==> config.mk <==
export PLATFORM = sky130hd
export DESIGN_NAME = instruction_prefetch_buffer
export DESIGN_NICKNAME = d
export VERILOG_FILES = /design/src/rtl/instruction_prefetch_buffer.sv
export SDC_FILE = /design/constraint.sdc
export NUM_CORES = 1
export LEC_CHECK = 0
export CORE_UTILIZATION = 35
export CTS_CLUSTER_SIZE = 10
export DETAILED_ROUTE_END_ITERATION = 8
export PLACE_DENSITY = 0.53
export SLEW_MARGIN = 20
export SYNTH_ARGS = -nofsm -noshare
export SYNTH_HDL_FRONTEND = slang
export SYNTH_SLANG_ARGS = --single-unit
==> constraint.sdc <==
create_clock -name clk -period 4.9 [get_ports clk]
set_clock_uncertainty 0.1 [all_clocks]
set_input_delay 1.47 -clock clk [delete_from_list [all_inputs] [get_ports clk]]
set_output_delay 1.47 -clock clk [all_outputs]
set_load 0.005 [all_outputs]
==> src/rtl/instruction_prefetch_buffer.sv <==
// Instruction prefetch stage: issues opcode fetches and queues returned
// words, tagged with fetch address and abort status, for decode.
module instruction_prefetch_buffer #(
  parameter int unsigned DEPTH    = 4,
  parameter logic [31:0] RESET_PC = 32'h0
) (
  input  logic        clk,
  input  logic        n_reset,
  output logic [31:0] addr,
  output logic [1:0]  trans,
  output logic        write,
  output logic [1:0]  prot,
  input  logic [31:0] rdata,
  input  logic        abort,
  input  logic        branch_valid,
  input  logic [31:0] branch_target,
  output logic        instr_valid,
  output logic [31:0] instr,
  output logic [31:0] instr_pc,
  output logic        instr_abort,
  input  logic        instr_ready
);

  localparam int PW = $clog2(DEPTH);

  localparam logic [1:0] S_WAIT  = 2'd0;
  localparam logic [1:0] S_FETCH = 2'd1;
  localparam logic [1:0] S_HALT  = 2'd2;

  localparam logic [1:0] T_IDLE = 2'b00;
  localparam logic [1:0] T_NSEQ = 2'b10;
  localparam logic [1:0] T_SEQ  = 2'b11;

  localparam logic [PW-1:0] PTR_ONE = 1;
  localparam logic [PW:0]   CNT_ONE = 1;
  localparam logic [PW+1:0] DEPTH_W = (PW + 2)'(DEPTH);

  typedef struct packed {
    logic [31:0] word;
    logic [31:0] pc;
    logic        abt;
  } entry_t;

  logic [1:0]    state_q, state_d;
  logic [31:0]   addr_q, addr_d;
  logic [1:0]    trans_q, trans_d;
  logic          first_q, first_d;
  logic          infl_q, infl_d;
  logic [31:0]   infl_addr_q, infl_addr_d;
  logic [PW-1:0] wr_ptr_q, wr_ptr_d;
  logic [PW-1:0] rd_ptr_q, rd_ptr_d;
  logic [PW:0]   count_q, count_d;
  entry_t        hold_q, hold_d;
  entry_t        mem_q [DEPTH];

  entry_t        head;
  entry_t        wr_entry;
  logic          vld;
  logic          push;
  logic          pop;
  logic          halt;
  logic          issue;
  logic [PW+1:0] occ;

  assign write = 1'b0;
  assign prot  = 2'b10;
  assign addr  = addr_q;
  assign trans = trans_q;

  // Empty FIFO keeps presenting the last head seen.
  always_comb begin
    head   = mem_q[rd_ptr_q];
    vld    = (count_q != '0);
    hold_d = vld ? head : hold_q;
  end

  assign instr_valid = vld;
  assign instr       = hold_d.word;
  assign instr_pc    = hold_d.pc;
  assign instr_abort = hold_d.abt;

  always_comb begin
    state_d     = state_q;
    addr_d      = addr_q;
    trans_d     = trans_q;
    first_d     = first_q;
    infl_d      = 1'b0;
    infl_addr_d = addr_q;
    wr_ptr_d    = wr_ptr_q;
    rd_ptr_d    = rd_ptr_q;
    count_d     = count_q;
    halt        = 1'b0;
    issue       = 1'b0;
    occ         = '0;
    push        = infl_q & ~branch_valid;
    pop         = vld & instr_ready & ~branch_valid;
    wr_entry    = '{word: rdata, pc: infl_addr_q, abt: abort};
    if (branch_valid) begin
      count_d  = '0;
      wr_ptr_d = '0;
      rd_ptr_d = '0;
      state_d  = S_FETCH;
      trans_d  = T_NSEQ;
      addr_d   = branch_target;
      first_d  = 1'b0;
    end else begin
      if (push) wr_ptr_d = wr_ptr_q + PTR_ONE;
      if (pop)  rd_ptr_d = rd_ptr_q + PTR_ONE;
      unique case ({push, pop})
        2'b10:   count_d = count_q + CNT_ONE;
        2'b01:   count_d = count_q - CNT_ONE;
        default: count_d = count_q;
      endcase
      // An aborted word squashes the request issued alongside it.
      halt   = (state_q == S_HALT) | (infl_q & abort);
      infl_d = (trans_q != T_IDLE) & ~(infl_q & abort);
      occ    = {1'b0, count_d} + {{(PW + 1){1'b0}}, infl_d};
      issue  = ~halt & (occ < DEPTH_W);
      unique case (1'b1)
        halt: begin
          state_d = S_HALT;
          trans_d = T_IDLE;
        end
        issue: begin
          state_d = S_FETCH;
          trans_d = (state_q == S_FETCH) ? T_SEQ : T_NSEQ;
          addr_d  = first_q ? addr_q : addr_q + 32'd1;
          first_d = 1'b0;
        end
        default: begin
          state_d = S_WAIT;
          trans_d = T_IDLE;
        end
      endcase
    end
  end

  always_ff @(posedge clk or negedge n_reset) begin
    if (!n_reset) begin
      state_q     <= S_WAIT;
      addr_q      <= RESET_PC;
      trans_q     <= T_IDLE;
      first_q     <= 1'b1;
      infl_q      <= 1'b0;
      infl_addr_q <= '0;
      wr_ptr_q    <= '0;
      rd_ptr_q    <= '0;
      count_q     <= '0;
      hold_q      <= '0;
    end else begin
      state_q     <= state_d;
      addr_q      <= addr_d;
      trans_q     <= trans_d;
      first_q     <= first_d;
      infl_q      <= infl_d;
      infl_addr_q <= infl_addr_d;
      wr_ptr_q    <= wr_ptr_d;
      rd_ptr_q    <= rd_ptr_d;
      count_q     <= count_d;
      hold_q      <= hold_d;
    end
  end

  always_ff @(posedge clk or negedge n_reset) begin
    if (!n_reset) begin
      for (int i = 0; i < DEPTH; i++) mem_q[i] <= '0;
    end else if (push) begin
      mem_q[wr_ptr_q] <= wr_entry;
    end
  end

endmodule

==> results.yml, run 1 <==
run_status:
  status: "finished, final reports clean"
logic_synthesis:
  synth_compound_area_share_pct: 2.60
  yosys.area_share.simple_pct: 4.78
  async_reset_ff_share_pct: 100
  synthDistinctLibCells: 49
  synth_top_family_by_area: "multiplexers"
  synthAdderAreaFrac_pct: 0.561
  netlist_instances: 1107
  avgSynthCellArea_um2: 15.3
  ys_seq_elements: 401
  yosys_warnings: 0
  synth-edff-count: 0
  synth_ff_type: "dfrtp_1"
  syn_area_mm2: 0.0170
  muxShareOfSynthArea_pct: 30.5
  yosysSeqAreaShare_pct: 59.2
  synth_xor_area_share_pct: 0.310
worst_hold_path:
  hold_class: "reg -> reg"
  min_from: "state_q[1]$_DFF_PN0_"
clocking:
  ctsLongestPathBuffers: 3
  cts_setup_buffers: 0
  cts_root_buf: "clkbuf_16"
  cts_max_level: 2
  tritoncts: "done"
  cts_made_buffers: 47
  cts_hold_buffers: 0
  numClockSinks: 401
  insertion_delay_ns: 0.56
  clk_pin_slew_ns: 0.06
  cts_resized: 0
layout:
  drive_gt1_share_pct: 37.6
  area_growth_pct: 22.6
  mostFrequentLayoutCells: "398 x dfrtp_1, 325 x mux2_2, 167 x clkdlybuf4s50_1"
  fillers: 4317
  antenna_cells: 0
  nNetsFinal: 1356
  final_common_cell: "dfrtp_1"
  final_area_mm2: 0.0208
  instances_no_fill: 1909
sta:
  slew_headroom_pct: 36.8
  worstMarginPinSlew_ns: 0.941
  fmax_mhz: 224
  final-hold-violation-count: 0
  holdWs_ns: 0.335
  rsz0062_at_grt: "false"
  post-route-period-util_pct: 91.1
  setup_viol: 0
  final.setup.tns_ns: 0
  finalCriticalPeriod_ns: 4.46
  final_max_slew_viol_count: 0
worst_setup_path:
  reg2reg_from: "count_q[0]$_DFF_PN0_"
  critPathRequiredTime_ns: 3.33
  end_kind: "primary output"
  crit_start: "count_q[0]$_DFF_PN0_"
  start_kind: "flip-flop"
  path_max_fanout: 23
  cp.arrival_ns: 2.89
  critPathKind: "reg -> out"
pwr:
  p_int_mw: 8.25
  switchingPower_mw: 2.90
  p_sw_share_pct: 26.0
  clock_power_share_pct: 27.6
  irDropWorstVdd_mv: 0.240
  power_frac_seq_pct: 44.6
  combPwrFrac_pct: 27.8
  p_leak_nw: 8.77
  p_per_area_mw_per_mm2: 536
global_route:
  grt_antenna_before_repair: 0
  grt_pass1_wl_um: 64900
  grt_usage_pct: 17.0
  first_global_vias: 10700
  grt_overflow: 0
  grt_max_degree: 103
routing:
  wirelength_um: 40600
  ant_nets: 0
  first_iter_violations: 463
  wl_per_cell_um: 21.3
  vias_per_cell: 5.20
  dr.pass1.iters: 4
  drc: 0
  vias: 9933
place:
  portBuffers: 168
  dp_cells: 1846
  place_area_mm2: 0.0195
  dp_hpwl_um: 24800
  gp_congestion: 0.737
die:
  die_w_um: 222
  start_util_pct: 35.5
  die_h_um: 222
  core_area_mm2: 0.0477
  pin_count: 172
  rows: 80
  dieArea_mm2: 0.0494
run:
  drv_cap: 0
==> Yosys cell counts (all sizes together) (2+ instances only) <==
cell	n	area (um^2)
or4b	2	20.0
mux4	65	1460
nand2b	3	18.8
o21ai	5	25.0
buf	15	97.6
nor2b	4	25.0
xor2	4	35.0
mux2	325	3660
a31oi	25	156
nand4	9	56.3
o31ai	22	165
nand2	27	101
ha	6	75.1
mux2i	5	50.1
clkbuf	61	229
conb	2	7.51
xnor2	2	17.5
nor4	4	31.3
inv	5	18.8
a21oi	2	13.8
nor3	3	15.0
nand3	16	80.1
dfrtp	400	10000
nor2	41	154
or4	25	191
a22oi	3	22.5
or3	4	25.0
and3	7	43.8
==> power groups by stage <==
| stage | registers (mW) | logic (mW) | clock network (mW) |
|---|---|---|---|
| final | 4.97 | 3.10 | 3.08 |
| after CTS | 4.98 | 3.17 | 3.19 |
| after global placement | 5.00 | 3.11 | 0 |
| after global routing | 5.12 | 3.37 | 3.31 |
| after floorplan | 4.83 | 1.87 | 0 |
| after detailed placement | 5.03 | 3.15 | 0 |
==> cells by family after synthesis <==
logic type	count (synthesis)
flip-flops	401
AND/OR/NAND/NOR	151
multiplexers	395
buffers and inverters	82
XOR/XNOR	6
other	2
AO/OA/AOI/OAI	63
adder cells (fa/ha/maj)	7
==> sequential cells by signal, summed over array words and instances, names as in the netlist <==
register	flops
addr	32
count_q	3
first_q	1
hold_q	65
infl_addr_q	32
infl_q	1
mem_q	260
rd_ptr_q	2
state_q	2
trans	1
wr_ptr_q	2
==> critical path, cell delays in order, from the launching register on <==
cell,delay (ns)
dfrtp_1,0.44
or3_4,0.42
buf_4,0.52
mux2_2,0.45
clkdlybuf4s50_1,0.47
==> path summary, 6_finish.rpt <==
| path | end | slack, ns | cells after the start |
|---|---|---|---|
| worst max register to register | addr[30]$_DFFE_PN0P_ | 1.01 | 11 |
| worst min-delay path | trans[0]$_DFF_PN0_ | 0.34 | 1 |
| max in group asynchronous | first_q$_DFFE_PN1P_ | 2.91 | 2 |
| min in group asynchronous | mem_q[234]$_DFFE_PN0P_ | 0.87 | 1 |
| worst max-delay path | instr_pc[17] | 0.44 | 4 |
| worst min register to register | trans[0]$_DFF_PN0_ | 0.34 | 1 |
==> layout make-up <==
class	count	area, um^2	area share, %
sequential	401	10000	48.3
multi-input combinational	625	6620	31.8
timing repair buffer	199	2060	9.89
clock buffer	62	1280	6.17
tap	615	769	3.70
inverter	6	22.5	0.108
clock inverter	1	8.76	0.0421
==> metrics by stage <==
step	util, %	total power, mW	setup WS, ns
after CTS	43.6	11.3	0.333
after global routing	43.6	11.8	0.258
after detailed placement	40.9	8.19	0.0422
final	43.6	11.1	0.438
after global placement	40.9	8.10	0.0505
after floorplan	-	6.70	0.263
==> layer usage <==
layer / wire length (um) / GRT usage, % / up-vias / share of wire (%)
li1: - / - / 4427 / -
met1: 19800 / 24.8 / 5257 / 49
met2: 18400 / 25.9 / 190 / 45
met3: 1500 / 2.81 / 59 / 3.7
met4: 927 / 5.42 / 0 / 2.3
met5: 0 / 0 / - / 0
Power figures use the tool's default switching activity.
==> run 2: changes to the inputs <==
--- a/config.mk
+++ b/config.mk
@@ -5,10 +5,10 @@
 export SDC_FILE = /design/constraint.sdc
 export NUM_CORES = 1
 export LEC_CHECK = 0
-export CORE_UTILIZATION = 35
+export CORE_UTILIZATION = 51
 export CTS_CLUSTER_SIZE = 10
 export DETAILED_ROUTE_END_ITERATION = 8
-export PLACE_DENSITY = 0.53
+export PLACE_DENSITY = 0.75
 export SLEW_MARGIN = 20
 export SYNTH_ARGS = -nofsm -noshare
 export SYNTH_HDL_FRONTEND = slang
==> constraint.sdc (replaced) <==
create_clock -name clk -period 3.67 [get_ports clk]
set_clock_uncertainty 0.1 [all_clocks]
set_input_delay 1.101 -clock clk [delete_from_list [all_inputs] [get_ports clk]]
set_output_delay 1.101 -clock clk [all_outputs]
set_load 0.005 [all_outputs]
==> results.yml, run 2 (same netlist as run 1, synthesis figures left out) <==
run_status:
  status: "finished, final reports clean"
pwr:
  clock_power_share_pct: 27.2
  p_per_area_mw_per_mm2: 700
  p_int_mw: 11.0
  p_sw_share_pct: 25.9
  switchingPower_mw: 3.86
  irDropWorstVdd_mv: 0.453
  total_power_mw: 14.9
  combPwrFrac_pct: 28.0
  p_leak_nw: 9.32
  power_frac_seq_pct: 44.8
worst_hold_path:
  worstHoldEndpoint: "trans[0]$_DFF_PN0_"
  min_from: "state_q[1]$_DFF_PN0_"
  hold_class: "reg -> reg"
  hold_path_depth: 1
sta:
  final_max_slew_viol_count: 0
  fmax_mhz: 273
  holdWs_ns: 0.338
  finalCriticalPeriod_ns: 3.66
  post-route-period-util_pct: 99.7
  final.setup.tns_ns: 0
  setup_viol: 0
  worstMarginPinSlew_ns: 0.883
  setup_ws_ns: 0.0119
  slew_headroom_pct: 40.6
  final-hold-violation-count: 0
  rsz0062_at_grt: "true"
routing:
  vias_per_cell: 5.81
  first_iter_violations: 698
  wl_per_cell_um: 21.7
  wirelength_um: 38500
  drc: 0
  dr.pass1.iters: 5
  ant_nets: 0
  vias: 10300
layout:
  final_common_cell: "dfrtp_1"
  nNetsFinal: 1390
  reg_top3: "mem_q (260), hold_q (65)"
  final_area_mm2: 0.0213
  mostFrequentLayoutCells: "398 x dfrtp_1, 306 x mux2_2, 101 x clkdlybuf4s50_1"
  drive_gt1_share_pct: 40.0
  area_growth_pct: 25.3
  instances_no_fill: 1775
  regMostFlops: "mem_q"
  largest_reg_flops: 260
  final_util_pct: 65.2
global_route:
  grt_antenna_before_repair: 3
  grt_overflow: 0
  grt_pass1_wl_um: 61300
  first_global_vias: 11000
  grt_usage_pct: 23.5
  grt_max_degree: 86
clocking:
  ctsLongestPathBuffers: 3
  cts_root_buf: "clkbuf_16"
  tritoncts: "done"
  cts_made_buffers: 46
  cts_max_level: 2
  clk_pin_slew_ns: 0.06
  numClockSinks: 401
  insertion_delay_ns: 0.54
place:
  place_area_mm2: 0.0195
  portBuffers: 168
  gp_congestion: 0.795
  dp_hpwl_um: 23100
  pre_cts_slack_ns: -0.615
  dp_cells: 1680
worst_setup_path:
  cp.arrival_ns: 2.46
  end_kind: "primary output"
  reg2reg_from: "count_q[2]$_DFF_PN0_"
  critPathKind: "reg -> out"
  path_max_fanout: 4
  critPathRequiredTime_ns: 2.47
  reg2reg_slack_ns: 0.10
  reg2reg_to: "addr[6]$_DFFE_PN0P_"
  worstRegToRegCells: 11
  start_kind: "flip-flop"
die:
  start_util_pct: 52.0
  die_w_um: 184
  pin_count: 172
  die_h_um: 184
  core_area_mm2: 0.0326
  rows: 66
  dieArea_mm2: 0.0340
run:
  drv_cap: 0
run 2: changes by cell type in the layout (fill, tap and decap cells not counted), moves of 15 or more:
cell / before / now
mux2_2: 325 / 306
dlymetal6s2s_1: 0 / 15
clkdlybuf4s15_1: 0 / 24
mux2_4: 0 / 19
clkdlybuf4s50_1: 167 / 101
dlygate4sd2_1: 0 / 23
run 2: cell type report:
type                       instances  area [um^2]
antenna                            2         5.00
clock buffer                      65         1300
fill                            2334        11400
inverter                           6         22.5
multi-input combinational        625         6720
sequential                       401        10000
tap                              442          553
timing repair buffer             234         2620
run 2: power by group through the flow:
stage / Sequential [mW] / Combinational (mW) / Clock, mW
global route: 6.86 / 4.52 / 4.34
finish: 6.67 / 4.17 / 4.04
global placement: 6.66 / 4.07 / 0
CTS: 6.67 / 4.12 / 4.15
detailed placement: 6.74 / 4.17 / 0
floorplan: 6.45 / 2.51 / 0
run 2: repair_timing:
item,CTS,global route
hold buffers,0,0
setup endpoints to repair,72,48
gates resized for setup,71,64
pin swaps,3,6
buffers inserted,11,10
gates cloned,6,1
run 2: critical path, cell delays in order, from the launching register on:
cell	delay, ns
dfrtp_4	0.43
buf_4	0.16
mux4_2	0.58
mux2_2	0.30
clkdlybuf4s50_1	0.44
run 2: worst max path at each step:
stage / start / endpoint / slack (ns) / cells past startpoint
after detailed placement: branch_valid / addr[6]$_DFFE_PN0P_ / -0.62 / 11
after CTS: rd_ptr_q[0]$_DFFE_PN0P_ / instr_pc[9] / -0.12 / 5
after global routing: rd_ptr_q[0]$_DFFE_PN0P_ / instr[1] / -0.05 / 6
after global placement: branch_valid / addr[28]$_DFFE_PN0P_ / -0.52 / 11
final: rd_ptr_q[0]$_DFFE_PN0P_ / instr_pc[16] / 0.01 / 4
after floorplan: branch_valid / addr[6]$_DFFE_PN0P_ / -0.16 / 12
run 2: layer usage:
layer  vias up  share of wire [%]  track usage, %  wire (um)
met2       302                 49            38.1      18800
met4         2                2.2            6.97        855
met5         -              0.031               0         12
met3        59                5.3            4.39       2040
met1      5423                 44            32.3      16800
li1       4523                  -               -          -
